### src/rtl/demux_s.sv
// Serial-to-parallel demultiplexer: routes one input bit per write either to an
// indexed bit of out (direct mode) or into a 16-bit sequential frame.
module demux_s #(
    parameter logic [15:0] RESET_VAL = 16'h0000
) (
    input  logic        clk,
    input  logic        rst,
    input  logic        in,
    input  logic [3:0]  sel,
    input  logic        wr,
    input  logic        mode,
    input  logic        start,
    input  logic        frame_ready,
    output logic [15:0] out,
    output logic [3:0]  cnt,
    output logic        frame_valid,
    output logic        overflow
);

    typedef enum logic [1:0] {IDLE, FILL, HOLD} state_t;

    state_t      state, state_nx;
    logic [15:0] out_nx;
    logic [3:0]  cnt_nx;
    logic        ovf_nx;

    always_ff @(posedge clk or posedge rst) begin
        if (rst) begin
            state    <= IDLE;
            out      <= RESET_VAL;
            cnt      <= 4'd0;
            overflow <= 1'b0;
        end else begin
            state    <= state_nx;
            out      <= out_nx;
            cnt      <= cnt_nx;
            overflow <= ovf_nx;
        end
    end

    always_comb begin
        state_nx = state;
        out_nx   = out;
        cnt_nx   = cnt;
        ovf_nx   = overflow;
        case (state)
            IDLE: begin
                if (!mode) begin
                    if (wr) out_nx[sel] = in;
                end else if (start) begin
                    state_nx = FILL;
                    ovf_nx   = 1'b0;
                    cnt_nx   = {3'b000, wr};
                    if (wr) out_nx[0] = in;
                end
            end
            FILL: begin
                // A restart keeps the partially written bits; only the index rewinds.
                if (start) begin
                    ovf_nx = 1'b0;
                    cnt_nx = {3'b000, wr};
                    if (wr) out_nx[0] = in;
                end else if (wr) begin
                    out_nx[cnt] = in;
                    cnt_nx      = cnt + 4'd1;
                    if (cnt == 4'd15) state_nx = HOLD;
                end
            end
            HOLD: begin
                if (frame_ready && start) begin
                    state_nx = FILL;
                    cnt_nx   = {3'b000, wr};
                    if (wr) out_nx[0] = in;
                end else begin
                    if (frame_ready) state_nx = IDLE;
                    if (wr) ovf_nx = 1'b1;
                end
            end
            default: state_nx = IDLE;
        endcase
    end

    // Derived purely from the state register, so still free of input paths.
    assign frame_valid = (state == HOLD);

endmodule

### config.mk
export PLATFORM = sky130hd
export DESIGN_NAME = demux_s
export DESIGN_NICKNAME = d
export VERILOG_FILES = /design/src/rtl/demux_s.sv
export SDC_FILE = /design/constraint.sdc
export NUM_CORES = 1
export LEC_CHECK = 0
export ABC_CLOCK_PERIOD_IN_PS = 2930
export BUFFER_PORTS_ARGS = -buffer_cell sky130_fd_sc_hd__buf_4
export CAP_MARGIN = 20
export CORE_MARGIN = 1.5
export CORE_UTILIZATION = 50
export CTS_CLUSTER_SIZE = 20
export DETAILED_ROUTE_END_ITERATION = 16
export GPL_TIMING_DRIVEN = 0
export PLACE_DENSITY = 0.8
export SLEW_MARGIN = 20
export SYNTH_ARGS = -nofsm -noshare
export SYNTH_HDL_FRONTEND = slang
export SYNTH_SLANG_ARGS = --single-unit
### constraint.sdc
create_clock -name clk -period 2.93 [get_ports clk]
set_clock_uncertainty 0.05 [all_clocks]
set_input_delay 0.1465 -clock clk [delete_from_list [all_inputs] [get_ports clk]]
set_output_delay 0.1465 -clock clk [all_outputs]
set_load 0.03 [all_outputs]
=== Word level (Yosys, flattened, before mapping) ===
Cells that the tools add are included.

* Output and inout bits: 22
* Bits in registers: 23
* Word-level logic and storage cells: 74

* Add/subtract/negate cells: 1
* $lt $le $gt $ge: 4
* Reduce and logical (&&, ||, !) cells: 11
* Equal/unequal tests: 17
* Mux-type cells: 36

{| class="wikitable"
|+ Operators with widths
! operator !! number
|-
| $bwmux W16 || 2
|-
| $mux W16 || 2
|-
| $mux W15 || 2
|-
| $pmux W15 S2 || 1
|-
| $mux W4 || 5
|-
| $ne A2 B2 Y1 const B || 9
|-
| $reduce_and A5 Y1 || 3
|-
| $mux W2 || 7
|-
| $pmux W4 S3 || 1
|-
| $mux W1 || 11
|-
| $lt A4 B5 Y1 const B || 2
|-
| $ne A3 B3 Y1 const B || 3
|-
| $demux W1 S4 || 2
|-
| $ge A4 B1 Y1 const B || 2
|-
| $pmux W1 S3 || 2
|-
| $pmux W2 S3 || 1
|-
| $reduce_and A6 Y1 || 1
|-
| $add A4 B1 Y4 const B || 1
|-
| $eq A4 B4 Y1 const B || 1
|-
| $reduce_and A4 Y1 || 1
|-
| $logic_and A1 B1 Y1 || 3
|-
| $ne A3 B2 Y1 const B || 1
|-
| $reduce_bool A3 Y1 || 1
|-
| $eq A2 B1 Y1 const B || 1
|-
| 4 further kinds || 4
|}

=== Depth between registers and ports, before layout ===
* Word-level depth: 8
* Depth in mapped cells: 8

=== Least setup slack after synthesis ===
OpenSTA, ideal clock, no wires.

* Path type: reg-to-reg
* Start: register cnt[0]
* End: register state[0]
* Stages on the path, launching flop included: 6
* Required time: 2.753 ns
* Arrival: 1.990 ns
* Clock period less this slack: 2.168 ns
* Slack: 0.762 ns
* Cells stage by stage: dfrtp_1 > ha_1 > inv_1 > or4_1 > a221o_1 > mux2_1

* Word-level cells in the longest chain between the ends: 3

{| class="wikitable"
|+ RTL lines
! element !! line !! source
|-
| start: declaration || 15 || <nowiki>output logic [3:0] cnt,</nowiki>
|-
| start signal: assignment || 36 || <nowiki>cnt <= cnt_nx;</nowiki>
|-
| $eq A4 B4 Y1 || 66 || <nowiki>if (cnt == 4'd15) state_nx = HOLD;</nowiki>
|-
| $ne A2 B2 Y1 (no source line) || -- ||
|-
| $reduce_and A6 Y1 (no source line) || -- ||
|-
| end signal: assignment || 34 || <nowiki>state <= state_nx;</nowiki>
|-
| end: declaration || 22 || <nowiki>state_t state, state_nx;</nowiki>
|}

Every way passes these cells.
A chain may end at the register's enable or synchronous reset.

=== Final worst setup path ===
* Start: register state[1]
* End: register out[1]

* Word-level cells in the longest chain between the ends: 3
* Elaborated cells on any way between the ends: 9
* Classes of those cells: eq/ne (5); mux (1); reduce/logical (3)

{| class="wikitable"
|+ RTL lines
! element !! line !! source
|-
| $eq A2 B1 Y1 or $logic_not A2 Y1 (tied branches) || 46 || <nowiki>case (state)</nowiki>
|-
| $ne A2 B2 Y1 (no source line) or $reduce_bool A2 Y1 (tied branches) || -- ||
|-
| $reduce_and A5 Y1 (no source line) || -- ||
|-
| end signal: assignment || 35 || <nowiki>out <= out_nx;</nowiki>
|-
| end: declaration || 14 || <nowiki>output logic [15:0] out,</nowiki>
|}

Several ways; a longest one is shown, not always the timed one.

==> results.cfg <==
[min_path]
min_to = cnt[0]
min-delay-start = wr
holdCritPathClass = input pin to flip-flop
hold_depth = 3

[detailed_routing]
drc = 0
drtIter0Drc = 148
wl_per_cell_um = 15.6
drt_wl_total_um = 3610
viasPerCell = 6.22
firstDrtPassIters = 4
vias = 1437
ant_nets = 0

[synthesis]
synth_edf_count = 0
yosysSeqAreaShare_pct = 37.1
synth_xor_area_share_pct = 0
synth-seq-cells = 23
syn_nets = 183
synth_top_family_by_area = simple AND/OR/NAND/NOR gates
synthDistinctLibCells = 37
ys_warn_count = 0
synth_area_um2 = 1550
synthSimpleGateAreaFrac_pct = 18.2
synth-adder-area-share_pct = 7.26
synth-main-ff-cell = dfrtp_1
synth_cells = 163
syn_avg_cell_area_um2 = 9.52
async_flop_share_pct = 100
synthMuxAreaShare_pct = 15.2
synth_compound_area_share_pct = 17.1

[clock_network]
cts_buffer_depth = 2
cts_max_level = 1
cts_setup_buffers = 0
path_clk_slew_ns = 0.14
clkSinkCount = 23
cts_buffers = 3
cts_tree = built
cts_root_buffer = clkbuf_4
cts_resized = 0
cts_hold_buf = 1
clk_latency_ns = 0.32

[global_route]
grt_max_degree = 24
grt_pass1_wl_um = 6150
track_usage_pct = 23.1
gr-total-overflow = 0
antenna_found_initial = 0
grt_pass1_vias = 1381

[critical_path]
rr_startpoint = state[1]
critical-path-slowest-cell = a221oi_2
reg2regPathDepth = 8
worstPathArrival_ns = 2.44
r2r-end = out[1]
cp.required_ns = 3.11
slowest_delay_ns = 0.46
crit_type = flip-flop to flip-flop
reg2reg_slack_ns = 0.68
path_common_cell = buf_2
end_kind = flip-flop
cp-start-kind = flip-flop
crit_chain = inv_1, ha_1, buf_2, nand2b_1, a221oi_2, buf_2, o21ai_1, mux2_2
crit_fanout = 10

[final_layout]
syn2layout_area_growth_pct = 19.8
num_antenna_cells = 0
drive_above_1_share_pct = 29.3
finalInstanceArea_um2 = 1860
nFillCells = 263
layout_common_cells = 30 x buf_4, 23 x dfrtp_1, 18 x nand2_1, 18 x mux2_2
final_common_cell = buf_4
nets = 219

[placement]
place_ws_ns = 0.670
post_dp_cell_area_um2 = 1820
dp_hpwl_um = 2800
port_buffers = 30
globalplace.congestion = 0.898

[floorplan]
coreArea_um2 = 3000
ios = 33
std_cell_rows = 20
die_w_um = 58.7
die-area_um2 = 3450
die_h_um = 58.7
start_util_pct = 51.7

[status]
status = finished, final reports clean

[sta]
period_share_pct = 76.9
worst_pin_slew_ns = 0.894
rsz0062_at_grt = false
final-max-slew-violation-count = 0
setup_viol = 0
hold_viol = 0
clock.fmax_ghz = 0.444
setup_ws_ns = 0.675
finalSetupTns_ns = 0
period_needed_ns = 2.25
maxSlewHeadroom_pct = 40.3

[power]
p_total_mw = 1.83
p_leak_nw = 0.824
pwr_density_cell_nw_per_um2 = 982
ir_drop_uv = 480

[job]
maxCapViolCount = 0
[layer usage]
layer  global-route usage, %  wire (µm)  vias to the layer above
met5                       0          0                        -
met4                    8.44         86                        0
met3                    2.42        280                       16
met1                    30.0       1490                      677
met2                    40.1       1750                       73
li1                        -          -                      671
[how the worst max path moves through the flow]
stage,startpoint,endpoint,slack (ns)
floorplan,cnt[0],state[0],0.76
global placement,state[1],out[1],0.77
detailed placement,state[1],out[1],0.67
CTS,state[1],out[1],0.66
global route,state[1],out[11],0.50
finish,state[1],out[1],0.68
[report_power, final]
part / total, mW / internal, mW / leakage, nW / switching, mW
Combinational: 1.12 / 0.446 / 0.513 / 0.670
Clock: 0.157 / 0.0522 / 0.0139 / 0.105
Sequential: 0.552 / 0.455 / 0.296 / 0.0975
Total: 1.83 / 0.953 / 0.824 / 0.872
[state kept, by name, summed over array words and instances (netlist names)]
register / count
overflow: 1
cnt: 4
state: 2
out: 16
[per-stage QoR]
stage	utilization (%)	hold slack [ns]	cells
finish	61.9	0.122	231
global placement	60.5	0.320	226
CTS	61.9	0.112	231
global route	61.9	0.123	231
floorplan	-	0.0984	163
detailed placement	60.5	0.336	226
[cell families (layout without fill, tap and decap cells)]
kind of cell | count (synthesis) | in the layout
flip-flops | 23 | 23
AND/OR/NAND/NOR | 56 | 56
adder cells (fa/ha/maj) | 9 | 9
multiplexers | 21 | 21
buffers and inverters | 20 | 55
AO/OA/AOI/OAI | 34 | 34
[synthesized netlist by cell type, types with 3 or more instances]
library cell,n,area share [%]
a21oi_1,3,0.97
buf_2,4,1.3
clkbuf_1,4,0.97
dfrtp_1,23,37
ha_1,9,7.3
inv_1,10,2.4
mux2_2,18,13
nand2_1,18,4.4
nand2b_1,10,4.0
nor2_1,7,1.7
nor3_1,4,1.3
nor4_1,7,2.8
o21ai_1,6,1.9
o32ai_1,8,4.5
o41ai_1,5,2.8
[cell type report]
type / count / area (µm²) / share of cell area, %
flip-flops and latches: 23 / 576 / 31.0
well taps: 33 / 41.3 / 2.22
clock inverters: 1 / 7.51 / 0.404
plain buffers: 9 / 38.8 / 2.09
multi-input cells: 120 / 896 / 48.2
clock buffers: 3 / 22.5 / 1.21
inverters: 11 / 41.3 / 2.22
repair buffers: 31 / 235 / 12.7
[critical path, delay by kind of cell (launching register included)]
| family | cells | cell delay, ns |
|---|---|---|
| AO/OA/AOI/OAI | 2 | 0.56 |
| adder cells (fa/ha/maj) | 1 | 0.13 |
| buffers and inverters | 3 | 0.60 |
| flip-flops | 1 | 0.45 |
| multiplexers | 1 | 0.27 |
| AND/OR/NAND/NOR | 1 | 0.10 |
Power figures use the tool's default switching activity.
